`config.mk`:
```
export PLATFORM = sky130hd
export DESIGN_NAME = pc_fetch_controller
export DESIGN_NICKNAME = d
export VERILOG_FILES = /design/src/rtl/pc_fetch_controller.sv
export SDC_FILE = /design/constraint.sdc
export NUM_CORES = 1
export LEC_CHECK = 0
export BUFFER_PORTS_ARGS = -buffer_cell sky130_fd_sc_hd__buf_2
export CORE_UTILIZATION = 45
export CTS_CLUSTER_SIZE = 25
export DETAILED_ROUTE_END_ITERATION = 10
export GPL_TIMING_DRIVEN = 0
export PLACE_DENSITY = 0.67
export SLEW_MARGIN = 40
export SYNTH_ARGS = -nofsm -noshare
export SYNTH_HDL_FRONTEND = slang
export SYNTH_SLANG_ARGS = --single-unit
```
`constraint.sdc`:
```
create_clock -name clk -period 7 [get_ports clk]
set_input_delay 2.1 -clock clk [delete_from_list [all_inputs] [get_ports clk]]
set_output_delay 2.1 -clock clk [all_outputs]
set_load 0.005 [all_outputs]
```
`src/rtl/pc_fetch_controller.sv`:
```
// pc_fetch_controller: instruction-fetch sequencer sitting between the
// ProgramCounter, the instruction memory and the IF/ID pipeline register.
// It handles hazard stalls (with a one-entry skid buffer for data that was
// already returned), taken branches/jumps, traps, and redirects that arrive
// while a fetch is still outstanding.
module pc_fetch_controller #(
   parameter logic [31:0] RESET_VECTOR = 32'h0000_0000,
   parameter logic [31:0] TRAP_VECTOR  = 32'h0000_0100
) (
   input  logic        clk,
   input  logic        reset,            // asynchronous, active-low
   input  logic [31:0] pc_out,
   input  logic        hazard_stall,
   input  logic        redirect_valid,
   input  logic [31:0] redirect_target,
   input  logic        trap,
   output logic        imem_req,
   output logic [31:0] imem_addr,
   input  logic        imem_ready,
   input  logic [31:0] imem_rdata,
   output logic        pc_write,
   output logic [31:0] next_pc,
   output logic        ifid_valid,
   output logic [31:0] ifid_pc,
   output logic [31:0] ifid_instr,
   output logic        misaligned
);

   localparam logic [31:0] NOP_INSTR = 32'h0000_0013;

   typedef enum logic [1:0] {
      ST_BOOT  = 2'd0,
      ST_FETCH = 2'd1,
      ST_HOLD  = 2'd2,
      ST_DRAIN = 2'd3
   } state_t;

   state_t      state_q, state_d;
   logic        ifid_valid_q, ifid_valid_d;
   logic [31:0] ifid_pc_q, ifid_pc_d;
   logic [31:0] ifid_instr_q, ifid_instr_d;
   logic        misaligned_q, misaligned_d;
   logic [31:0] skid_pc_q, skid_pc_d;
   logic [31:0] skid_instr_q, skid_instr_d;
   logic [31:0] saved_target_q, saved_target_d;

   logic        pc_write_raw;
   logic        imem_req_raw;
   logic        redirect_any;
   logic        target_misaligned;
   logic [31:0] eff_target;
   logic [31:0] pc_plus4;

   // A trap outranks a branch; a misaligned branch target is turned into a trap.
   assign redirect_any      = trap | redirect_valid;
   assign target_misaligned = redirect_valid & ~trap & (redirect_target[1:0] != 2'b00);
   assign eff_target        = (trap | (redirect_target[1:0] != 2'b00)) ? TRAP_VECTOR
                                                                        : redirect_target;
   assign pc_plus4          = pc_out + 32'd4;   // wraps modulo 2^32

   // Next-state and PC/memory control, decided from the current state and inputs.
   always_comb begin
      // NOTE: every signal gets a default before the case so no path leaves
      // one unassigned, which would otherwise infer a latch.
      state_d        = state_q;
      pc_write_raw   = 1'b0;
      next_pc        = pc_plus4;
      imem_req_raw   = 1'b0;
      ifid_valid_d   = ifid_valid_q;
      ifid_pc_d      = ifid_pc_q;
      ifid_instr_d   = ifid_instr_q;
      skid_pc_d      = skid_pc_q;
      skid_instr_d   = skid_instr_q;
      saved_target_d = saved_target_q;
      misaligned_d   = 1'b0;

      unique case (state_q)
         ST_BOOT: begin
            pc_write_raw = 1'b1;
            next_pc      = RESET_VECTOR;
            state_d      = ST_FETCH;
         end

         ST_FETCH: begin
            imem_req_raw = 1'b1;
            if (redirect_any) begin
               ifid_valid_d = 1'b0;
               misaligned_d = target_misaligned;
               if (imem_ready) begin
                  pc_write_raw = 1'b1;
                  next_pc      = eff_target;
               end else begin
                  // Fetch still in flight: remember where to go once it returns.
                  saved_target_d = eff_target;
                  state_d        = ST_DRAIN;
               end
            end else if (imem_ready && hazard_stall) begin
               skid_pc_d    = pc_out;
               skid_instr_d = imem_rdata;
               state_d      = ST_HOLD;
            end else if (imem_ready) begin
               ifid_valid_d = 1'b1;
               ifid_pc_d    = pc_out;
               ifid_instr_d = imem_rdata;
               pc_write_raw = 1'b1;
               next_pc      = pc_plus4;
            end else if (!hazard_stall) begin
               // Memory not ready and decode is free: hand decode a bubble.
               ifid_valid_d = 1'b0;
            end
         end

         ST_HOLD: begin
            if (redirect_any) begin
               ifid_valid_d = 1'b0;
               misaligned_d = target_misaligned;
               pc_write_raw = 1'b1;
               next_pc      = eff_target;
               state_d      = ST_FETCH;
            end else if (!hazard_stall) begin
               ifid_valid_d = 1'b1;
               ifid_pc_d    = skid_pc_q;
               ifid_instr_d = skid_instr_q;
               pc_write_raw = 1'b1;
               next_pc      = pc_plus4;
               state_d      = ST_FETCH;
            end
         end

         ST_DRAIN: begin
            imem_req_raw = 1'b1;
            ifid_valid_d = 1'b0;
            if (redirect_any) begin
               saved_target_d = eff_target;
               misaligned_d   = target_misaligned;
            end
            if (imem_ready) begin
               pc_write_raw = 1'b1;
               next_pc      = redirect_any ? eff_target : saved_target_q;
               state_d      = ST_FETCH;
            end
         end

         default: state_d = ST_BOOT;
      endcase
   end

   // Gate the strobes with reset so they fall the moment reset asserts.
   assign pc_write  = pc_write_raw & reset;
   assign imem_req  = imem_req_raw & reset;
   assign imem_addr = pc_out;

   // State, IF/ID, skid and saved-target registers.
   always_ff @(posedge clk or negedge reset) begin
      if (!reset) begin
         state_q        <= ST_BOOT;
         ifid_valid_q   <= 1'b0;
         ifid_pc_q      <= 32'h0;
         ifid_instr_q   <= NOP_INSTR;
         misaligned_q   <= 1'b0;
         skid_pc_q      <= 32'h0;
         skid_instr_q   <= 32'h0;
         saved_target_q <= 32'h0;
      end else begin
         // NOTE: non-blocking assignments so every flop samples pre-edge values.
         state_q        <= state_d;
         ifid_valid_q   <= ifid_valid_d;
         ifid_pc_q      <= ifid_pc_d;
         ifid_instr_q   <= ifid_instr_d;
         misaligned_q   <= misaligned_d;
         skid_pc_q      <= skid_pc_d;
         skid_instr_q   <= skid_instr_d;
         saved_target_q <= saved_target_d;
      end
   end

   assign ifid_valid = ifid_valid_q;
   assign ifid_pc    = ifid_pc_q;
   assign ifid_instr = ifid_instr_q;
   assign misaligned = misaligned_q;

endmodule

```
* Word-level counts from Yosys, hierarchy flattened *
Index checks and enable logic that the tools add are counted.
Widths: inputs -> output; s select.

word-level totals
  flip-flop bits (word level) = 164
  input port bits = 102
  output and inout bits = 132
  word-level logic and storage cells = 91

cells by class
  add/subtract/negate cells = 1
  eq/ne operators = 16
  mux-type cells = 45
  bitwise gates (word level) = 8
  reduce and logical (&&, ||, !) cells = 13

operators by type and width
  cell                   number
  $mux 32                18
  $pmux 32 s2            3
  $pmux 32 s4            1
  $add 32x3->32 const B  1
  $ne 2x2->1 const B     8
  $mux 1                 14
  $mux 2                 6
  $ne 3x3->1 const B     4
  $pmux 2 s4             1
  $reduce_and 4->1       2
  $reduce_and 3->1       2
  $reduce_and 6->1       1
  $reduce_bool 2->1      3
  $and 1x1->1            4
  $eq 2x2->1 const B     2
  $ne 4x4->1 const B     1
  $pmux 1 s4             1
  $pmux 1 s3             1
  $reduce_bool 3->1      1
  $reduce_or 3->1        1
  $eq 2x1->1 const B     1
  $logic_not 2->1        1
  $not 1->1              2
  $or 1x1->1             2
  2 further kinds        2

* Depth between registers and ports, before layout *
Gate-level depths: netlist of run 1.

  depth after elaboration = 6
  depth in mapped cells = 9

* Worst setup path after synthesis of run 1 *
OpenSTA, ideal clock, no wires.

  path kind = input -> output
  start point = in trap
  end point = out next_pc[19]
  data arrival time = 3.430 ns
  setup slack = 1.470 ns
  cell stages on the path = 7
  cell sequence = buf_2 -> nor3_2 -> buf_4 -> nand2_1 -> a21oi_1 -> a22oi_1 -> a221oi_2

between the ends
  word-level cells in the longest chain between the ends = 5
  elaborated cells on any way between the ends = 9
  those cells by class = mux (7); bitwise (2)

RTL lines
  item                               line     text
  from (decl)                        16       input logic trap,
  $or 1x1->1                         57       assign eff_target = (trap | (redirect_target[1:0] != 2'b00)) ? TRAP_VECTOR
  $mux 32                            57
  $mux 32, on equally long branches  n/a
  $mux 32, on equally long branches  137, 86
  $pmux 32 s4 *                      77       unique case (state_q)
  to (decl)                          22       output logic [31:0] next_pc,

Every way passes the cells marked *; elsewhere a longest branch is shown, timed or not.

* Worst setup path after layout of run 1 *
  start point = in redirect_valid
  end point = out next_pc[24]

between the ends
  word-level cells in the longest chain between the ends = 4
  elaborated cells on any way between the ends = 6
  those cells by class = mux (5); bitwise (1)

RTL lines
  item           line  text
  from (decl)    14    input logic redirect_valid,
  $or 1x1->1 *   55    assign redirect_any = trap | redirect_valid;
  $mux 32        n/a
  $mux 32        137   if (imem_ready) begin
  $pmux 32 s4 *  77

Marked as above.

==> summary.md, run 1 <==
| Metric | Value |
|---|---|
| Root Driver | clkbuf_16 |
| Synth top area share | 0.469 |
| Max Cap Viol | 0 |
| Clock skew | 0.0117 ns |
| Slew @ Worst Pin | 0.682 ns |
| Initial antenna violation count | 2 |
| Switching Fraction | 0.287 |
| WHS Path Cells | 2 |
| Clock Latency Late Sink | 0.43 ns |
| Reg2Reg Depth | 7 |
| Routability cong. | 0.948 |
| Post-Syn Instances | 863 |
| Post-Place Worst Slack | 0.745 ns |
| R2r endpoint | ifid_pc[2] |
| Synthesized cell area | 8590 µm² |
| Post-DRT Antenna Nets | 0 |
| Dominant cells by area after synthesis | dfrtp_1, mux2_2, o21ai_0 |
| Share of flip-flops with an asynchronous set or reset | 1.00 |
| Global-route wire length before repair | 39.3 mm |
| Ports | 234 |
| Number of synthesized flops with an enable pin | 0 |
| Most frequent cells in the layout | buf_2, dfrtp_1, nand2_1 |
| Flop2flop setup slack | 4.49 ns |
| PostCTS Resize Cnt | 0 |
| CTS Hold Bufs | 0 |
| Clock transition at path regs | 0.07 ns |
| IO buf count | 229 |
| DIE WIDTH | 140 µm |
| Status | complete, but fails checks |
| Core area | 18700 µm² |
| WS Path Type | in2out |
| Setup Fix Bufs, Post-CTS | 0 |
| Final period util | 0.907 |
| Initial DRC count | 527 |
| GRT overflow | 0 |
| Critical path arrival | 4.25 ns |
| Yosys warns | 0 |
| Final Max Slew Viols | 0 |
| Clock Path Buffers | 2 |
| Die Ht | 140 µm |
| Die area | 19700 µm² |
| RR Startpoint | state_q[0] |
| Internal power | 1.95 mW |
| Initial Utilization | 0.459 |
| H-tree levels | 4 |
| TritonCTS clock tree | built |
| Final Setup Violations | 0 |
| Register area share after synthesis | 0.478 |
| Hold Path Origin | ifid_instr[16] |
| Hold EP | ifid_instr[16] |
| Failing checks | DRC |
| Routed wire length | 25.3 mm |
| Row cnt | 50 |
| DR vias | 7476 |
| Share of post-route cells with drive strength above 1 | 0.360 |
| HPWL Detailed | 18.7 mm |
| Worst endpoint required time | 4.90 ns |
| WL per Instance | 18.5 µm |
| CTS sink count | 164 |
| Count of state elements after synthesis | 164 |
| Hold Slack | 0.474 ns |
| Max VDD drop | 0.157 mV |
| DRC Markers | 2 |
| Tot GR Track Use | 0.263 |
| PD cells | 256 nW/µm² |
| Net count, final | 1216 |
| Type of origin of the critical path | input port |
| RSZ-0062 raised after global routing | false |
| Final Hold Vio Count | 0 |
| Logic pwr share | 0.191 |
| CP Max Fanout | 10 |
| Dominant cell type by area after synthesis | dfrtp_1 |
| Top FF cell, synth | dfrtp_1 |
| Clock share of power | 0.354 |
| Max Clock Freq | 157 MHz |
| Slew HR | 0.542 |
| Syn-to-layout area delta | 24.6% |
| Tmin final | 6.35 ns |
| Number of global-route vias before repair | 7092 |
| Netlist cell types | 57 |
| Net switching power | 0.788 mW |
| Total chip power | 2.74 mW |
| Syn_nets | 966 |
| Worst hold path type | reg2reg |
| Setup ws final | 0.649 ns |
| Most common cell after layout, fill and taps aside | buf_2 |
| Synthesized area per cell | 9.96 µm² |
| 1st-pass router iterations | 8 |
| Number of vias per cell | 5.49 |
| Sequential share of power | 0.454 |
| P_leak | 5.00 nW |
| Total CTS buffers | 17 |
| Largest net degree at the start of global routing | 60 |
| Crit path capture type | output pin |
## metal layers
layer / wire (µm) / global-route usage / up-vias
met2: 12000 / 0.409 / 307
met3: 1510 / 0.0479 / 42
met1: 11100 / 0.359 / 3619
met5: 0 / 0 / -
met4: 684 / 0.117 / 0
li1: - / - / 3508
## Yosys cell counts, types with 5 or more instances
cell	count
o21ai_0	125
xor2_1	17
a21oi_1	32
and2_1	7
xnor2_1	9
inv_1	9
nor2_1	24
a21o_1	5
mux2_1	5
clkbuf_1	22
nand2_1	144
buf_4	35
a32oi_1	11
buf_2	28
mux2i_1	61
a22oi_1	14
nand3_1	20
and3_1	5
dfrtp_1	161
mux2_2	62
buf_1	5
nand4_1	6
a22o_1	6
## power by group through the flow
stage          clock, mW  combinational (mW)  sequential (mW)
2_1_floorplan          0               0.259             1.25
3_3_place_gp           0               0.509             1.25
3_5_place_dp           0               0.527             1.26
4_1_cts            0.987               0.528             1.25
5_1_grt             1.02               0.582             1.27
6_report           0.972               0.524             1.25
## critical path, stage by stage
cell      delay (ns)
clkbuf_1        0.20
o31ai_1         0.58
and2_1          0.20
buf_2           0.24
a21oi_1         0.11
clkbuf_1        0.32
o21ai_0         0.33
buf_2           0.17
## sequential cells by signal, indices dropped and copies added (netlist names)
name and count:
ifid_valid 1, skid_pc_q 32, misaligned 1, skid_instr_q 32, state_q 2, ifid_pc 32
saved_target_q 32, ifid_instr 32
## kinds of logic after synthesis
group           after synthesis  share of synthesized area
compound gates              214                      0.145
xor+xnor                     26                     0.0265
fa+ha+maj                     1                    0.00146
buf+inv                     101                     0.0652
flops                       164                      0.478
mux                         128                      0.159
simple gates                229                      0.125
## area by class of cell
| type | count | area (µm²) |
|---|---|---|
| repair buffers | 231 | 1210 |
| fillers | 1720 | 8000 |
| inverters | 9 | 33.8 |
| well taps | 234 | 293 |
| clock inverters | 13 | 161 |
| flip-flops and latches | 164 | 4110 |
| plain buffers | 92 | 527 |
| multi-input cells | 598 | 3930 |
| clock buffers | 19 | 443 |
| diodes | 2 | 5.00 |
## worst max-delay path by stage
stage | startpoint | end | slack [ns]
after global routing | redirect_valid | next_pc[21] | 0.58
after CTS | redirect_valid | next_pc[25] | 0.73
after detailed placement | redirect_valid | next_pc[25] | 0.75
final | redirect_valid | next_pc[24] | 0.65
after global placement | reset | pc_write | -0.89
after floorplan | trap | next_pc[19] | 1.47
## through the flow
| stage | setup TNS (ns) | std cells | area, µm² | utilization |
|---|---|---|---|---|
| 2_1_floorplan | 0 | 863 | 8590 | - |
| 3_3_place_gp | -1.44 | 1326 | 10000 | 0.536 |
| 3_5_place_dp | 0 | 1328 | 10100 | 0.540 |
| 4_1_cts | 0 | 1360 | 10700 | 0.572 |
| 5_1_grt | 0 | 1361 | 10700 | 0.572 |
| 6_report | 0 | 1362 | 10700 | 0.572 |
Note: power is estimated with default switching activity, not from simulation.
==> run 2: changes to the inputs <==
--- a/config.mk
+++ b/config.mk
@@ -5,12 +5,12 @@
 export SDC_FILE = /design/constraint.sdc
 export NUM_CORES = 1
 export LEC_CHECK = 0
-export BUFFER_PORTS_ARGS = -buffer_cell sky130_fd_sc_hd__buf_2
 export CORE_UTILIZATION = 45
 export CTS_CLUSTER_SIZE = 25
 export DETAILED_ROUTE_END_ITERATION = 10
+export DONT_BUFFER_PORTS = 1
 export GPL_TIMING_DRIVEN = 0
-export PLACE_DENSITY = 0.67
+export PLACE_DENSITY = 0.57
 export SLEW_MARGIN = 40
 export SYNTH_ARGS = -nofsm -noshare
 export SYNTH_HDL_FRONTEND = slang
==> summary.md, run 2 (same netlist as run 1, synthesis figures left out) <==
| Metric | Value |
|---|---|
| CP max-delay cell | o31ai_1 |
| H-tree levels | 4 (unchanged) |
| GRT overflow | 0 (unchanged) |
| Clock Latency Late Sink | 0.43 ns (about the same) |
| Die area | 19700 µm² (unchanged) |
| Post-DRT Antenna Nets | 0 (unchanged) |
| Met3 global-route usage | 0.0612 (+0.0133) |
| R2r endpoint | ifid_pc[10] |
| Initial DRC count | 611 (+16%) |
| Tot GR Track Use | 0.258 (-0.00478) |
| Final period util | 0.888 (-0.0189) |
| TritonCTS clock tree | built |
| Multi-input gate area | 3930 µm² (unchanged) |
| Syn-to-layout area delta | 10.7% |
| Crit path capture type | output pin |
| CTS Hold Bufs | 0 (unchanged) |
| Routed wire length | 24.7 mm (-2.1%) |
| Slew HR | 0.536 (-0.00577) |
| GR Util met2 | 0.410 (+0.000789) |
| Die Ht | 140 µm (unchanged) |
| CP delay by family, top | compound AO/OA/AOI/OAI gates |
| Inst Count DP | 1097 (-17%) |
| Slew @ Worst Pin | 0.696 ns (+0.0143 ns) |
| Tmin final | 6.22 ns (-0.132 ns) |
| RR Startpoint | state_q[0] |
| Core area | 18700 µm² (unchanged) |
| Routability cong. | 0.952 (+0.52%) |
| Hold Path Origin | saved_target_q[5] |
| Max Clock Freq | 161 MHz (+2.1%) |
| DRC Markers | 0 (-2) |
| Largest net degree at the start of global routing | 167 (+180%) |
| Crit path cell chain | clkbuf_1, o31ai_1, and2_1, buf_2, a21oi_1, clkbuf_1, o21ai_0 |
| Hold EP | saved_target_q[5] |
| Final Max Slew Viols | 0 (unchanged) |
| Row cnt | 50 (unchanged) |
| Most common cell on crit path | clkbuf_1 |
| IO buf count | 0 (-100%) |
| PD cells | 274 nW/µm² (+7.0%) |
| DIE WIDTH | 140 µm (unchanged) |
| 1st-pass router iterations | 6 (-2) |
| Initial antenna violation count | 1 (-1) |
| Final Non-Filler Cells | 1130 (-17%) |
| Total chip power | 2.61 mW (-4.9%) |
| Final instance area | 9520 µm² (-11%) |
| CP Max Fanout | 10 (unchanged) |
| Root Driver | clkbuf_16 |
| Most frequent cells in the layout | dfrtp_1, nand2_1, o21ai_0 |
| Worst endpoint required time | 4.90 ns (about the same) |
| Global-route wire length before repair | 38.5 mm (-2.1%) |
| Clock Path Buffers | 2 (unchanged) |
| Net count, final | 985 (-19%) |
| # fillers | 1674 (-2.7%) |
| DR vias | 6718 (-10%) |
| WS Path Type | in2out |
| RSZ-0062 raised after global routing | false |
| P_leak | 4.02 nW (-20%) |
| Status | complete, no violations |
| GR peak layer | met2 |
| Max incr delay on CP | 0.51 ns (-0.07 ns) |
| Routing usage on met1 | 0.343 (-0.0158) |
| Worst hold path type | reg2reg |
| Max VDD drop | 0.153 mV (-2.9%) |
| Most common cell after layout, fill and taps aside | dfrtp_1 |
| CTS sink count | 164 (unchanged) |
| Final Setup Violations | 0 (unchanged) |
| Clock transition at path regs | 0.07 ns (about the same) |
| HPWL Detailed | 18.4 mm (-1.8%) |
| Ports | 234 (unchanged) |
| Share of post-route cells with drive strength above 1 | 0.194 (-0.165) |
| Reg2Reg Depth | 7 (unchanged) |
| Register area | 4110 µm² (unchanged) |
| Max Cap Viol | 0 (unchanged) |
| Type of origin of the critical path | input port |
| PostCTS Resize Cnt | 0 (unchanged) |
| WL per Instance | 21.9 µm (+18%) |
| Flop2flop setup slack | 4.56 ns (+0.07 ns) |
| Bufs and invs on worst path | 3 (-1) |
| Critical path arrival | 4.12 ns (-0.13 ns) |
| Initial Utilization | 0.459 (unchanged) |
| Number of vias per cell | 5.95 (+8.3%) |
| WHS Path Cells | 2 (unchanged) |
| Sum Neg Setup Slack | 0 ns (unchanged) |
| Number of global-route vias before repair | 6830 (-3.7%) |
| Final Hold Vio Count | 0 (unchanged) |
| Placed standard-cell area | 8890 µm² (-12%) |
| Clock skew | 0.00536 ns (-0.00637 ns) |
| Total CTS buffers | 17 (unchanged) |
| Setup Fix Bufs, Post-CTS | 0 (unchanged) |
==> run 2: area by class of cell <==
type | count | share of cell area
flip-flops and latches | 164 | 0.432
multi-input cells | 598 | 0.413
plain buffers | 92 | 0.0553
clock buffers | 19 | 0.0465
well taps | 234 | 0.0308
clock inverters | 13 | 0.0195
inverters | 9 | 0.00355
diodes | 1 | 0.000263
==> run 2: power by group <==
group | switching (mW) | internal (mW)
clock | 0.417 | 0.586
sequential | 0.132 | 1.15
combinational | 0.162 | 0.161
total | 0.711 | 1.89
==> run 2: per-layer routing <==
| metal | vias to the layer above | wire length, µm |
|---|---|---|
| met3 | 45 | 1830 |
| li1 | 3058 | - |
| met5 | - | 0 |
| met1 | 3335 | 10800 |
| met4 | 0 | 612 |
| met2 | 280 | 11500 |
==> run 2: worst reg2reg max path, cell delays in order, from the launching register on <==
cell	delay, ns
dfrtp_1	0.40
buf_6	0.15
nand2_1	0.25
nor2_1	0.10
o211ai_1	0.31
buf_2	0.35
clkbuf_1	0.54
o21ai_0	0.20
==> run 2: stage by stage <==
stage | hold WS (ns) | utilization | setup WS [ns]
2_1_floorplan | 0.450 | - | 1.47
3_3_place_gp | 0.464 | 0.475 | 0.776
3_5_place_dp | 0.474 | 0.475 | 0.794
4_1_cts | 0.489 | 0.509 | 0.783
5_1_grt | 0.513 | 0.509 | 0.621
6_report | 0.485 | 0.509 | 0.781
==> run 2: worst max path at each step <==
stage	from	endpoint	slack [ns]	cells after the start
2_1_floorplan	trap	next_pc[19]	1.47	7
3_3_place_gp	redirect_valid	next_pc[27]	0.78	7
3_5_place_dp	redirect_valid	next_pc[27]	0.79	7
4_1_cts	redirect_valid	next_pc[27]	0.78	7
5_1_grt	redirect_valid	next_pc[29]	0.62	7
6_report	redirect_valid	next_pc[29]	0.78	7
==> run 3: changes to the inputs <==
--- a/config.mk
+++ b/config.mk
@@ -5,6 +5,7 @@
 export SDC_FILE = /design/constraint.sdc
 export NUM_CORES = 1
 export LEC_CHECK = 0
+export CORE_MARGIN = 10
 export CORE_UTILIZATION = 45
 export CTS_CLUSTER_SIZE = 25
 export DETAILED_ROUTE_END_ITERATION = 10
==> summary.md, run 3 (same netlist as run 1, synthesis figures left out) <==
| Metric | Value |
|---|---|
| Status | complete, no violations |
| RSZ-0062 raised after global routing | false |
| Row cnt | 50 (unchanged) |
| Slew @ Worst Pin | 0.701 ns (+0.00466 ns) |
| HPWL Detailed | 20.9 mm (+14%) |
| 1st-pass router iterations | 5 (-1) |
| WL per Instance | 24.7 µm (+13%) |
| Final Max Slew Viols | 0 (unchanged) |
| PostCTS Resize Cnt | 0 (unchanged) |
| Worst hold path type | reg2reg |
| R2r endpoint | ifid_pc[8] |
| TritonCTS clock tree | built |
| DR vias | 6666 (-0.77%) |
| Most frequent cells in the layout | dfrtp_1, nand2_1, o21ai_0 |
| Reg2Reg Depth | 9 (+2) |
| Tmin final | 6.32 ns (+0.104 ns) |
| IO buf count | 0 (unchanged) |
| Total CTS buffers | 17 (unchanged) |
| Syn-to-layout area delta | 10.7% (about the same) |
| Initial Utilization | 0.458 (-0.00153) |
| Sum Neg Setup Slack | 0 ns (unchanged) |
| H-tree levels | 4 (unchanged) |
| Hold Slack | 0.482 ns (-0.00255 ns) |
| WHS Path Cells | 2 (unchanged) |
| Clock transition at path regs | 0.07 ns (about the same) |
| Most common cell after layout, fill and taps aside | dfrtp_1 |
| PD cells | 274 nW/µm² (about the same) |
| Type of origin of the critical path | input port |
| Final Hold Vio Count | 0 (unchanged) |
| Max Clock Freq | 158 MHz (-1.6%) |
| Core area | 18800 µm² (+0.33%) |
| Setup Fix Bufs, Post-CTS | 0 (unchanged) |
| Hold EP | saved_target_q[27] |
| Worst endpoint required time | 4.90 ns (about the same) |
| Clock skew | 0.0110 ns (+0.00561 ns) |
| Die area | 25000 µm² (+27%) |
| Largest net degree at the start of global routing | 167 (unchanged) |
| Post-DRT Antenna Nets | 0 (unchanged) |
| Number of vias per cell | 5.90 (-0.77%) |
| Slew HR | 0.529 (-0.00662) |
| Routability cong. | 0.912 (-4.3%) |
| Final Setup Violations | 0 (unchanged) |
| Clock Latency Late Sink | 0.44 ns (about the same) |
| RR Startpoint | state_q[0] |
| Initial antenna violation count | 1 (unchanged) |
| Ports | 234 (unchanged) |
| WS Path Type | in2out |
| Net count, final | 985 (unchanged) |
| Routed wire length | 27.9 mm (+13%) |
| Hold Path Origin | saved_target_q[27] |
| Flop2flop setup slack | 4.61 ns (+0.05 ns) |
| P_leak | 4.01 nW (-0.18%) |
| Critical path arrival | 4.22 ns (+0.10 ns) |
| CTS sink count | 164 (unchanged) |
| CP Max Fanout | 10 (unchanged) |
| DIE WIDTH | 158 µm (+13%) |
| Tot GR Track Use | 0.221 (-0.0374) |
| Number of global-route vias before repair | 6936 (+1.6%) |
| Clock Path Buffers | 2 (unchanged) |
| Root Driver | clkbuf_16 |
| Max VDD drop | 0.164 mV (+7.4%) |
| Crit path capture type | output pin |
| Share of post-route cells with drive strength above 1 | 0.196 (+0.00112) |
| Die Ht | 158 µm (+13%) |
| Global-route wire length before repair | 41.9 mm (+8.8%) |
| Initial DRC count | 501 (-18%) |
| Max Cap Viol | 0 (unchanged) |
| DRC Markers | 0 (unchanged) |
| CTS Hold Bufs | 0 (unchanged) |
| GRT overflow | 0 (unchanged) |
| Final period util | 0.903 (+0.0149) |
-- run 3: cell count changes in the layout (fill, tap and decap cells not counted), sizes merged --
cell / change
bufinv: -2
clkinv: +3
clkinvlp: +1
clkbuf: -2
-- run 3: final cells by class --
type,instances,area [µm²]
clock buffer,17,425
fill,1734,9250
tap,234,293
clock inverter,15,201
sequential,164,4110
inverter,9,33.8
multi-input combinational,598,3930
antenna,1,2.50
buffer,92,527
-- run 3: how the worst max path moves through the flow --
| stage | start | end | slack (ns) | cells past startpoint |
|---|---|---|---|---|
| 2_1_floorplan | trap | next_pc[19] | 1.47 | 7 |
| 3_3_place_gp | redirect_valid | next_pc[0] | 0.66 | 7 |
| 3_5_place_dp | redirect_valid | next_pc[0] | 0.65 | 7 |
| 4_1_cts | redirect_valid | next_pc[0] | 0.65 | 7 |
| 5_1_grt | redirect_valid | next_pc[0] | 0.43 | 7 |
| 6_report | redirect_valid | next_pc[30] | 0.68 | 7 |
-- run 3: critical path, stage by stage --
cell and delay [ns]:
clkbuf_1 0.22, o31ai_1 0.54, and2_1 0.19, buf_2 0.26, a21oi_1 0.16, clkbuf_1 0.30
o21ai_0 0.44
-- run 3: metrics by stage --
stage	total power [mW]	util	instances	setup slack, ns	area (µm²)
2_1_floorplan	1.51	-	863	1.47	8590
5_1_grt	2.74	0.507	1130	0.433	9520
6_report	2.60	0.507	1130	0.677	9520
3_3_place_gp	1.62	0.474	1097	0.664	8890
4_1_cts	2.63	0.507	1129	0.646	9510
3_5_place_dp	1.64	0.474	1097	0.653	8890
-- run 3: metal layers --
layer	vias to the layer above	wire (µm)	GRT usage
li1	3045	-	-
met1	3310	10600	0.260
met2	270	13400	0.356
met3	41	2980	0.0877
met4	0	816	0.0829
met5	-	0	0
-- run 3: power breakdown --
| group | switching [mW] | internal, mW |
|---|---|---|
| sequential | 0.143 | 1.15 |
| combinational | 0.166 | 0.161 |
| clock | 0.465 | 0.521 |
